## config.mk

```make
export PLATFORM = sky130hd
export DESIGN_NAME = uart_tx_comp
export DESIGN_NICKNAME = d
export VERILOG_FILES = /design/src/rtl/uart_pkg.sv /design/src/rtl/uart_fifo.sv /design/src/rtl/uart_tx_comp.sv
export SDC_FILE = /design/constraint.sdc
export NUM_CORES = 1
export LEC_CHECK = 0
export CAP_MARGIN = 20
export CORE_ASPECT_RATIO = 1.4
export CORE_UTILIZATION = 45
export CTS_CLUSTER_DIAMETER = 60
export CTS_CLUSTER_SIZE = 28
export DETAILED_ROUTE_END_ITERATION = 8
export PLACE_DENSITY = 0.61
export SLEW_MARGIN = 10
export SYNTH_ARGS = -nofsm -noshare
export SYNTH_HDL_FRONTEND = slang
export SYNTH_HIERARCHICAL = 1
export SYNTH_SLANG_ARGS = --single-unit
```

## constraint.sdc

```tcl
create_clock -name clk -period 4 [get_ports clk]
set_clock_uncertainty 0.1 [all_clocks]
set_input_delay 0.6 -clock clk [delete_from_list [all_inputs] [get_ports clk]]
set_output_delay 0.6 -clock clk [all_outputs]
set_load 0.05 [all_outputs]
```

## src/rtl/uart_pkg.sv

```systemverilog
// Shared UART definitions: TX/RX state encoding and frame-format defaults.
package uart_pkg;

  localparam int DBIT_DEF    = 8;
  localparam int SB_TICK_DEF = 16;
  localparam int OVERSAMPLE  = 16;  // s_tick pulses per start/data bit

  typedef enum logic [1:0] {
    IDLE  = 2'd0,
    START = 2'd1,
    DATA  = 2'd2,
    STOP  = 2'd3
  } uart_state_e;

endpackage

```

## src/rtl/uart_fifo.sv

```systemverilog
// Small synchronous FIFO with registered empty/full flags, shared by the UART TX and RX paths.
module uart_fifo #(
  parameter int WIDTH  = 8,
  parameter int FIFO_W = 2
) (
  input  logic             clk,
  input  logic             reset,
  input  logic             rd,
  input  logic             wr,
  input  logic [WIDTH-1:0] w_data,
  output logic [WIDTH-1:0] r_data,
  output logic             empty,
  output logic             full
);

  logic [WIDTH-1:0]  ram [2**FIFO_W];
  logic [FIFO_W-1:0] w_ptr, r_ptr, w_succ, r_succ;
  logic              wr_en, rd_en;

  // A pop frees a slot in the same cycle, so a full FIFO still accepts a write alongside it.
  assign rd_en  = rd & ~empty;
  assign wr_en  = wr & (~full | rd_en);
  assign w_succ = w_ptr + 1'b1;
  assign r_succ = r_ptr + 1'b1;
  assign r_data = ram[r_ptr];

  // NOTE: storage is deliberately left out of reset; the pointers alone decide what is valid.
  always_ff @(posedge clk) begin
    if (wr_en) ram[w_ptr] <= w_data;
  end

  // NOTE: every register here uses <= so all state updates see the pre-edge values.
  always_ff @(posedge clk) begin
    if (reset) begin
      w_ptr <= '0;
      r_ptr <= '0;
      empty <= 1'b1;
      full  <= 1'b0;
    end else begin
      unique case ({wr_en, rd_en})
        2'b10: begin
          w_ptr <= w_succ;
          empty <= 1'b0;
          full  <= (w_succ == r_ptr);
        end
        2'b01: begin
          r_ptr <= r_succ;
          full  <= 1'b0;
          empty <= (r_succ == w_ptr);
        end
        2'b11: begin
          w_ptr <= w_succ;
          r_ptr <= r_succ;
        end
        default: ;
      endcase
    end
  end

endmodule

```

## src/rtl/uart_tx_comp.sv

```systemverilog
// UART transmitter: free-running baud tick generator, 4-deep TX FIFO and a registered-output TX FSM.
module uart_tx_comp
  import uart_pkg::*;
#(
  parameter int DBIT    = DBIT_DEF,
  parameter int SB_TICK = SB_TICK_DEF,
  parameter int DVSR    = 5,
  parameter int FIFO_W  = 2
) (
  input  logic            clk,
  input  logic            reset,
  input  logic            wr_uart,
  input  logic [DBIT-1:0] w_data,
  output logic            tx,
  output logic            s_tick,
  output logic            tx_full,
  output logic            tx_empty,
  output logic            tx_busy,
  output logic            tx_done_tick
);

  localparam int DW = (DVSR > 1) ? $clog2(DVSR) : 1;
  localparam int SW = (SB_TICK > OVERSAMPLE) ? $clog2(SB_TICK) : $clog2(OVERSAMPLE);
  localparam int NW = (DBIT > 1) ? $clog2(DBIT) : 1;

  logic [DW-1:0]   b_cnt;
  uart_state_e     state;
  logic [DBIT-1:0] shift;
  logic [SW-1:0]   s_cnt;
  logic [NW-1:0]   n_cnt;
  logic [DBIT-1:0] fifo_data;
  logic            fifo_rd;

  always_ff @(posedge clk) begin
    if (reset)                          b_cnt <= '0;
    else if (b_cnt == DW'(DVSR - 1))    b_cnt <= '0;
    else                                b_cnt <= b_cnt + 1'b1;
  end

  assign s_tick = (b_cnt == DW'(DVSR - 1));

  uart_fifo #(
    .WIDTH  (DBIT),
    .FIFO_W (FIFO_W)
  ) u_fifo (
    .clk    (clk),
    .reset  (reset),
    .rd     (fifo_rd),
    .wr     (wr_uart),
    .w_data (w_data),
    .r_data (fifo_data),
    .empty  (tx_empty),
    .full   (tx_full)
  );

  // The pop happens in the single IDLE cycle that hands the head byte to the shifter.
  assign fifo_rd = (state == IDLE) && !tx_empty;
  assign tx_busy = (state != IDLE);

  // tx is assigned alongside each state change so the line level is a flop, never decoded logic.
  always_ff @(posedge clk) begin
    if (reset) begin
      state        <= IDLE;
      tx           <= 1'b1;
      shift        <= '0;
      s_cnt        <= '0;
      n_cnt        <= '0;
      tx_done_tick <= 1'b0;
    end else begin
      tx_done_tick <= 1'b0;
      unique case (state)
        IDLE: begin
          tx <= 1'b1;
          if (!tx_empty) begin
            shift <= fifo_data;
            s_cnt <= '0;
            tx    <= 1'b0;
            state <= START;
          end
        end
        START: begin
          if (s_tick) begin
            if (s_cnt == SW'(OVERSAMPLE - 1)) begin
              s_cnt <= '0;
              n_cnt <= '0;
              tx    <= shift[0];
              state <= DATA;
            end else begin
              s_cnt <= s_cnt + 1'b1;
            end
          end
        end
        DATA: begin
          if (s_tick) begin
            if (s_cnt == SW'(OVERSAMPLE - 1)) begin
              s_cnt <= '0;
              shift <= {1'b0, shift[DBIT-1:1]};
              if (n_cnt == NW'(DBIT - 1)) begin
                tx    <= 1'b1;
                state <= STOP;
              end else begin
                n_cnt <= n_cnt + 1'b1;
                tx    <= shift[1];
              end
            end else begin
              s_cnt <= s_cnt + 1'b1;
            end
          end
        end
        STOP: begin
          if (s_tick) begin
            if (s_cnt == SW'(SB_TICK - 1)) begin
              s_cnt        <= '0;
              tx_done_tick <= 1'b1;
              state        <= IDLE;
            end else begin
              s_cnt <= s_cnt + 1'b1;
            end
          end
        end
        default: state <= IDLE;
      endcase
    end
  end

endmodule

```

# After elaboration in Yosys (flattened, before gate mapping)
# Memories as Yosys holds them, arrays and structs flattened. A register that Yosys moved wholly into a read port is not among the register bits.
# Index checks and enable logic that the tools add are counted.
[classes] addsub=5 eq_ne=21 n_mux=37 bitwise=7 reduce_logical=18
[ops] cell="$mux W8" count=3
[ops] cell="$mux W2" count=10
[ops] cell="$ne A2 B2 Y1 const B" count=9
[ops] cell="$pmux W8 S2" count=1
[ops] cell="$mux W3" count=5
[ops] cell="$mux W4" count=3
[ops] cell="$mux W1" count=9
[ops] cell="$eq A2 B2 Y1 const B" count=4
[ops] cell="$pmux W2 S4" count=1
[ops] cell="$pmux W4 S2" count=1
[ops] cell="$reduce_and A8 Y1" count=1
[ops] cell="$reduce_bool A2 Y1" count=4
[ops] cell="$add A3 B1 Y3 const B" count=2
[ops] cell="$eq A3 B3 Y1 const B" count=2
[ops] cell="$pmux W3 S2" count=1
[ops] cell="$reduce_and A6 Y1" count=1
[ops] cell="$reduce_or A2 Y1" count=3
[ops] cell="$reduce_or A3 Y1" count=2
[ops] cell="$reduce_and A5 Y1" count=1
[ops] cell="$add A2 B1 Y2 const B" count=2
[ops] cell="$add A4 B1 Y4 const B" count=1
[ops] cell="$eq A2 B1 Y1 const B" count=2
[ops] cell="$eq A2 B2 Y1" count=2
[ops] cell="$eq A4 B4 Y1 const B" count=1
[ops] cell="other kinds (12)" count=17
[totals] regBits=28 ram_bits=32 inputBits=11 output_inout_bits=6 word_cells=100 n_memories=1
[mem_list] memory="u_fifo.ram" depth=4 width=8 rd=1 rd_clocked_by_memory_dff=1 write_ports=1 line_no="uart_fifo.sv:16" source="logic [WIDTH-1:0] ram [2**FIFO_W];"

# Depth between registers and ports, before layout
# Gate-level depths: netlist (run 1).
[depth] ltp_word=9 ltp_mapped=9 depth_no_buf=9

# Hierarchy
# Netlist (run 1), hierarchy kept.
[by_module_without_submodules] module="uart_fifo" n_inst=1 cells_per_inst=92 area_per_inst_um2=1610.3 seq_area_each_um2=1121.1
[by_module_without_submodules] module="uart_tx_comp" n_inst=1 cells_per_inst=135 area_per_inst_um2=1219.9 seq_area_each_um2=440.4

# Worst setup path after synthesis (run 1)
# Ideal clock, no wire load.
[synth_timing] kind="register to register" start="register state[0]" end="register u_fifo.full" setup_time_ps=75 t_arrival_ps=2186 required_time_ps=3825 path_slack_ps=1639 stages_incl_launch_ff=9 n_path_buf=0 synth_period_minus_slack_ps=2361 cell_sequence="dfxtp_1 -> inv_1 -> ha_1 -> nor2b_1 -> nand2b_1 -> a21boi_2 -> ha_1 -> or4_1 -> o22ai_1"
[synth_via] elab_chain_cells=7 word_cells_on_any_way=9 cone_classes="2 x eq/ne; 1 x mux; 3 x bitwise; 3 x reduce/logical"
[synth_rtl] item="from (decl)" line_no="uart_tx_comp.sv:27" source="uart_state_e state;"
[synth_rtl] item="from (signal assigned)" line_no="uart_tx_comp.sv:63" source="state <= IDLE;"
[synth_rtl] item="from (signal assigned)" line_no="uart_tx_comp.sv:78" source="state <= START;"
[synth_rtl] item="from (signal assigned)" line_no="uart_tx_comp.sv:87" source="state <= DATA;"
[synth_rtl] item="$logic_not A2 Y1 (*)" line_no="uart_tx_comp.sv:57" source="assign fifo_rd = (state == IDLE) && !tx_empty;"
[synth_rtl] item="$logic_and A1 B1 Y1 (*)" line_no="uart_tx_comp.sv:57"
[synth_rtl] item="via fifo_rd" line_no="uart_tx_comp.sv:32" source="logic fifo_rd;"
[synth_rtl] item="$and A1 B1 Y1 (*)" line_no="uart_fifo.sv:21" source="assign rd_en = rd & ~empty;"
[synth_rtl] item="$or A1 B1 Y1" line_no="uart_fifo.sv:22" source="assign wr_en = wr & (~full | rd_en);"
[synth_rtl] item="$and A1 B1 Y1" line_no="uart_fifo.sv:22"
[synth_rtl] item="$eq A2 B1 Y1 or $eq A2 B2 Y1 (tied branches)" line_no="uart_fifo.sv:40" source="unique case ({wr_en, rd_en})"
[synth_rtl] item="$pmux W1 S2 or $reduce_bool A2 Y1 (tied branches)"
[synth_rtl] item="to (signal assigned)" line_no="uart_fifo.sv:44" source="full <= (w_succ == r_ptr);"
[synth_rtl] item="to (decl)" line_no="uart_fifo.sv:13" source="output logic full"
# Mark *: on every way through the listed nets, which the timed path passes. The rest lies on a longest branch.
# A chain may end at the register's enable or synchronous reset.

# Worst setup path after layout (run 1)
[layout_timing] start="register state[0]" end="output port tx_busy"
[layout_via] elab_chain_cells=1
[layout_rtl] item="$reduce_bool A2 Y1" line_no="uart_tx_comp.sv:58" source="assign tx_busy = (state != IDLE);"
[layout_rtl] item="to (decl)" line_no="uart_tx_comp.sv:18" source="output logic tx_busy,"
# Every way passes these cells.

==> results of run 1 <==
-- routing by layer --
| metal | track usage (%) | vias to the layer above | part of all wire [%] | wire, um |
|---|---|---|---|---|
| met5 | 0 | - | 0 | 0 |
| met4 | 11.1 | 0 | 2.8 | 140 |
| met3 | 4.40 | 14 | 2.2 | 112 |
| met2 | 29.4 | 31 | 51 | 2580 |
| met1 | 18.1 | 843 | 43 | 2180 |
| li1 | - | 889 | - | - |
-- kinds of logic after synthesis --
| family | count (synthesis) | synth area share (%) |
|---|---|---|
| flip-flops | 62 | 55.2 |
| multiplexers | 17 | 9.55 |
| AO/OA/AOI/OAI | 48 | 10.9 |
| buffers and inverters | 18 | 2.92 |
| XOR/XNOR | 5 | 1.55 |
| AND/OR/NAND/NOR | 58 | 11.5 |
| adder cells (fa/ha/maj) | 19 | 8.40 |
-- worst min path at each step --
stage,slack (ns),startpoint,end
5_1_grt,0.39,b_cnt[0],b_cnt[0]
4_1_cts,0.38,b_cnt[0],b_cnt[0]
2_1_floorplan,0.33,b_cnt[0],b_cnt[0]
6_report,0.37,b_cnt[0],b_cnt[0]
3_5_place_dp,0.37,b_cnt[0],b_cnt[0]
3_3_place_gp,0.36,b_cnt[0],b_cnt[0]
-- area by class of cell --
class / count / share of cell area, %
Sequential cell: 62 / 48.2
Multi-Input combinational cell: 147 / 36.6
Timing Repair Buffer: 17 / 5.18
Clock buffer: 9 / 3.83
Tap cell: 70 / 2.70
Clock inverter: 7 / 2.28
Inverter: 10 / 1.16
-- power groups by stage --
stage          clock network, mW  logic (mW)  registers (mW)
2_1_floorplan                  0       0.402           0.846
3_3_place_gp                   0       0.534           0.843
3_5_place_dp                   0       0.535           0.847
4_1_cts                    0.555       0.541           0.832
5_1_grt                    0.584       0.600           0.842
6_report                   0.541       0.537           0.830
-- flip-flops by register name, indices dropped and copies added (netlist names), 2 cells and up, named ones only --
signal / count
s_cnt: 4
u_fifo/ram: 32
n_cnt: 3
b_cnt: 3
u_fifo/w_ptr: 2
u_fifo/r_ptr: 2
state: 2
shift: 8
-- layout by cell type, fill, tap and decap left out, drive strengths merged, types with 2 or more instances in the layout --
cell,Yosys,layout
and2,6,6
nor3b,2,2
mux2i,9,9
nor3,4,4
inv,10,11
o31ai,2,2
xnor2,2,2
ha,19,19
and3,2,2
xor2,3,3
dfxtp,30,30
nand3,2,2
clkbuf,2,9
or4,2,2
edfxtp,32,32
nand4,2,2
or3,2,2
o22ai,4,4
a211oi,7,7
clkinvlp,0,3
nor2b,3,3
clkdlybuf4s50,0,16
clkinv,0,2
a21oi,19,19
nand2b,3,3
nand2,7,7
mux4,8,8
nor2,18,18
o21ai,8,8
-- metrics by stage --
stage / util [%] / power (mW) / std cells / worst slack [ns]
after global routing: 54.5 / 2.03 / 322 / 1.11
after CTS: 54.5 / 1.93 / 322 / 1.23
after detailed placement: 51.1 / 1.38 / 306 / 1.35
after global placement: 51.1 / 1.38 / 306 / 1.47
after floorplan: - / 1.25 / 227 / 1.64
final: 54.5 / 1.91 / 322 / 1.25
==> run summary, run 1 <==
fin area: 0.00324 mm^2
Most common cell on crit path: inv_1
fin. max-slew vios: 0
Worst-Skew Late Latency: 0.33 ns
Top delay family on crit path: buffers and inverters
top post-synthesis cells by area: edfxtp_1, dfxtp_1, ha_1, mux4_2, a21oi_1
CP startpoint kind: register
layout cell share with drive strength beyond 1: 12.7%
Crit path largest cell delay: 0.80 ns
Clk pwr share: 28.4%
EDFF count, synth: 32
number of fill cells: 530
total core area: 0.00595 mm^2
LEAKAGE: 1.16 nW
Die X-Extent: 69.0 um
CTS tree: yes
DR WL/cell: 15.6 um
TritonCTS Buffers: 9
first drt pass iteration count: 4
first-pass GRT wire length: 8.27 mm
P_sw: 631 uW
Tightest Hold Check Type: register to register
max_slew headroom: 46.5%
Worst path slowest cell: clkdlybuf4s50_1
Detailed Place HPWL: 3.45 mm
worst-margin pin slew: 0.802 ns
final wirelength: 5.01 mm
final hold viol count: 0
CP endpoint: tx_busy
max cap viols: 0
reg2reg start: state[0]
Logic pwr share: 28.1%
Top-Level Pins: 17
top_reg_cell synth: edfxtp_1
worst vdd rail ir drop: 0.000291 V
CP Launch Point: state[0]
GRT Util Overall: 16.8%
depth of the CTS H-tree: 3
total number of vias: 1777
clock root buffer: clkbuf_8
R2R depth: 8
Rows: 33
P per Cell Area: 589 mW/mm^2
Async SR Flop Fraction: 0%
port buffer count: 16
Die Y-Extent: 95.8 um
Synth area leader: edfxtp_1
CP arrival: 2.05 ns
post_cts resized: 0
Final Cycle Share: 68.7%
Seq pwr share: 43.5%
Clock Tree Buf Depth: 2
largest net degree at the start of global routing: 21
RSZ-0062 raised after global routing: false
die area: 0.00662 mm^2
setup violators final: 0
Syn Std Cell Area: 0.00283 mm^2
post-synthesis register bit count: 62
DR vias/cell: 5.52
vias in the first global route: 1764
initial drt markers: 83
Critical Path RT: 3.30 ns
Starting Density: 47.6%
tightest hold margin: 0.373 ns
initial antenna violation count: 0
number of diodes: 0
YS warnings: 6
WP buf/inv: 3
Net Sw Frac: 33.1%
outcome: complete, no violations
Max Clk Rate: 364 MHz
# hold bufs at CTS: 0
area growth from synthesis to layout: 14.4%
top cell type's share of synthesized area: 34.0%
Post-CTS Setup Bufs: 0
Placer Congestion: 0.811
Layout Nets: 277
Worst path depth: 4
multi-input logic area: 0.00119 mm^2
Reg area: 0.00156 mm^2
CTS clk-pin slew, worst paths: 0.07 ns
Cells after Synth: 227
crit end category: primary output
GRT overflow: 0
setup_tns: 0 ns
FF-to-FF setup slack: 1.34 ns
P_int: 1.28 mW
post-synthesis sequential area ratio: 55.2%
Syn Area/Cell: 12.5 um^2
critical path type: register to primary output
r2r endpoint: u_fifo/full
drt drc: 0
Synth cell types: 49
Clock Sink Count: 62
commonest cells in the netlist: edfxtp_1, dfxtp_1, ha_1
Hold Path Cell Cnt: 1
crit-path cells: inv_1 > ha_1 > inv_1 > clkdlybuf4s50_1
critical-path maximum fanout: 6
Post-Syn Nets: 257
Final ANT Viol Nets: 0
Placed Area: 0.00304 mm^2
fin crit period: 2.75 ns
count leader, synth: edfxtp_1
No activity file was read; power rests on OpenSTA's default activity.
==> inputs of run 2 (changes only) <==
clock period = 2.8 ns   (was 4 ns; I/O delays follow)
==> run 2 against run 1 <==
Net effect:
- global-route usage grew 0.061 points
- worst hold slack lost 0.016 ns
- highest routed layer unchanged
- first-iteration DRC count shrank 6.0%
- core utilization grew 1.1 points
- largest power group unchanged
- critical endpoint is now u_fifo/full
- count of clock-buffer cells in the layout is the same
- sequential share of layout area shrank 0.97 points
- via count grew 0.45%
- register-to-register slack lost 1.2 ns
==> run summary, run 2 (synthesized netlist as in run 1, its figures left out) <==
outcome: complete, no violations
port buffer count: 16 (unchanged)
Max Clk Rate: 380 MHz
Rows: 33 (unchanged)
first drt pass iteration count: 4 (unchanged)
max reg flops: 32 (unchanged)
Worst-Skew Late Latency: 0.34 ns (about the same)
DR WL/cell: 15.4 um (-0.93%)
met3 global-route usage: 4.82% (+0.42 points)
crit end category: register
initial drt markers: 78 (-6.0%)
Detailed Place HPWL: 3.50 mm (+1.5%)
GRT Util Overall: 16.9% (+0.061 points)
met1 global-route usage: 18.7% (+0.66 points)
setup_tns: 0 ns (unchanged)
r2r endpoint: u_fifo/full
worst vdd rail ir drop: 0.000490 V (+68%)
final core utilization: 55.6% (+1.1 points)
fin. max-slew vios: 0 (unchanged)
layout cell share with drive strength beyond 1: 14.5% (+1.8 points)
critical-path maximum fanout: 7 (+1)
CTS tree: yes
CP startpoint kind: register
Post-CTS Setup Bufs: 0 (unchanged)
first-pass GRT wire length: 8.36 mm (+0.99%)
LEAKAGE: 1.20 nW (+4.0%)
max cap viols: 0 (unchanged)
Die Y-Extent: 95.8 um (unchanged)
Clock Tree Buf Depth: 2 (unchanged)
Final ANT Viol Nets: 0 (unchanged)
fin crit period: 2.63 ns
Final Cycle Share: 93.9%
Top-Level Pins: 17 (unchanged)
tightest hold margin: 0.357 ns (-0.0164 ns)
reg2reg start: state[0]
CP arrival: 2.80 ns (+0.75 ns)
most frequent cells in the layout: edfxtp_1, dfxtp_1, ha_1
max_slew headroom: 62.2% (+16 points)
final hold viol count: 0 (unchanged)
largest net degree at the start of global routing: 16 (-24%)
RSZ-0062 raised after global routing: false
clock root buffer: clkbuf_8
Largest regs: u_fifo/ram x32, shift x8, s_cnt x4
critical path type: register to register
drt drc: 0 (unchanged)
Placer Congestion: 0.811 (about the same)
DR vias/cell: 5.48 (-0.78%)
die area: 0.00662 mm^2 (unchanged)
Clock Sink Count: 62 (unchanged)
number of diodes: 0 (unchanged)
initial antenna violation count: 0 (unchanged)
Critical Path RT: 2.97 ns (-0.33 ns)
hold path startpoint: b_cnt[0]
Tightest Hold Check Type: register to register
area growth from synthesis to layout: 16.8%
Starting Density: 47.6% (unchanged)
busiest grt layer: met2
worst-margin pin slew: 0.567 ns (-0.236 ns)
met2 GRT Util: 29.5% (+0.16 points)
depth of the CTS H-tree: 3 (unchanged)
P per Cell Area: 865 mW/mm^2 (+47%)
CP Launch Point: state[0]
total core area: 0.00595 mm^2 (unchanged)
vias in the first global route: 1767 (+0.17%)
Layout Nets: 281 (+1.4%)
R2R depth: 8 (unchanged)
FF-to-FF setup slack: 0.17 ns (-1.17 ns)
CP endpoint: u_fifo/full
Largest Register: u_fifo/ram
final wirelength: 5.02 mm (+0.30%)
GRT overflow: 0 (unchanged)
TritonCTS Buffers: 9 (unchanged)
most common cell after layout, fill and taps aside: edfxtp_1
total number of vias: 1785 (+0.45%)
setup violators final: 0 (unchanged)
Die X-Extent: 69.0 um (unchanged)
CTS clk-pin slew, worst paths: 0.08 ns (about the same)
-- run 2: cell count changes in the layout (fill, tap and decap cells not counted) --
cell / previous run / this run
a21boi_2: 1 / 0
bufinv_16: 1 / 2
a21boi_4: 0 / 1
clkinv_1: 1 / 0
clkinvlp_4: 3 / 1
inv_6: 1 / 3
buf_4: 1 / 5
-- run 2: through the flow --
step | area, um^2 | cells | setup WS (ns) | power (mW)
5_1_grt | 3300 | 326 | 0.0155 | 3.03
4_1_cts | 3300 | 326 | 0.138 | 2.89
3_5_place_dp | 3070 | 310 | 0.169 | 2.00
6_report | 3300 | 326 | 0.171 | 2.86
3_3_place_gp | 3070 | 310 | 0.262 | 1.98
2_1_floorplan | 2830 | 227 | 0.439 | 1.78
-- run 2: metal layers --
metal	routed length, um	vias up
met4	114	0
li1	-	894
met3	158	9
met2	2570	34
met5	0	-
met1	2180	848
-- run 2: worst max-delay path: stages (launching register included) --
cell and delay, ns:
dfxtp_1 0.35, inv_1 0.15, ha_1 0.25, nor2b_1 0.25
nand2b_1 0.21, a21boi_4 0.26, ha_1 0.30, or4_1 0.54
o22ai_1 0.15
-- run 2: final cells by class --
class	instances	area, um^2
clock buffer	9	124
clock inverter	7	103
fill	506	2640
inverter	10	37.5
multi-input combinational	147	1190
sequential	62	1560
tap	70	87.6
timing repair buffer	21	198
-- run 2: how the worst min path moves through the flow --
| stage | depth (start not counted) | end | slack (ns) |
|---|---|---|---|
| 2_1_floorplan | 1 | b_cnt[0] | 0.33 |
| 3_3_place_gp | 1 | b_cnt[0] | 0.36 |
| 3_5_place_dp | 1 | b_cnt[0] | 0.35 |
| 4_1_cts | 1 | b_cnt[0] | 0.36 |
| 5_1_grt | 1 | b_cnt[0] | 0.39 |
| 6_report | 1 | b_cnt[0] | 0.36 |
-- run 2: report_power, final --
part / internal (mW) / switching (mW)
registers: 1.10 / 0.0841
logic: 0.334 / 0.457
clock network: 0.511 / 0.377
-- run 2: repair_timing --
| item | in CTS | in global routing |
|---|---|---|
| endpoints found under the setup margin | 0 | 1 |
| gates resized for setup | 0 | 1 |
| hold buffers | 0 | 0 |
| hold endpoints to repair | 0 | 0 |
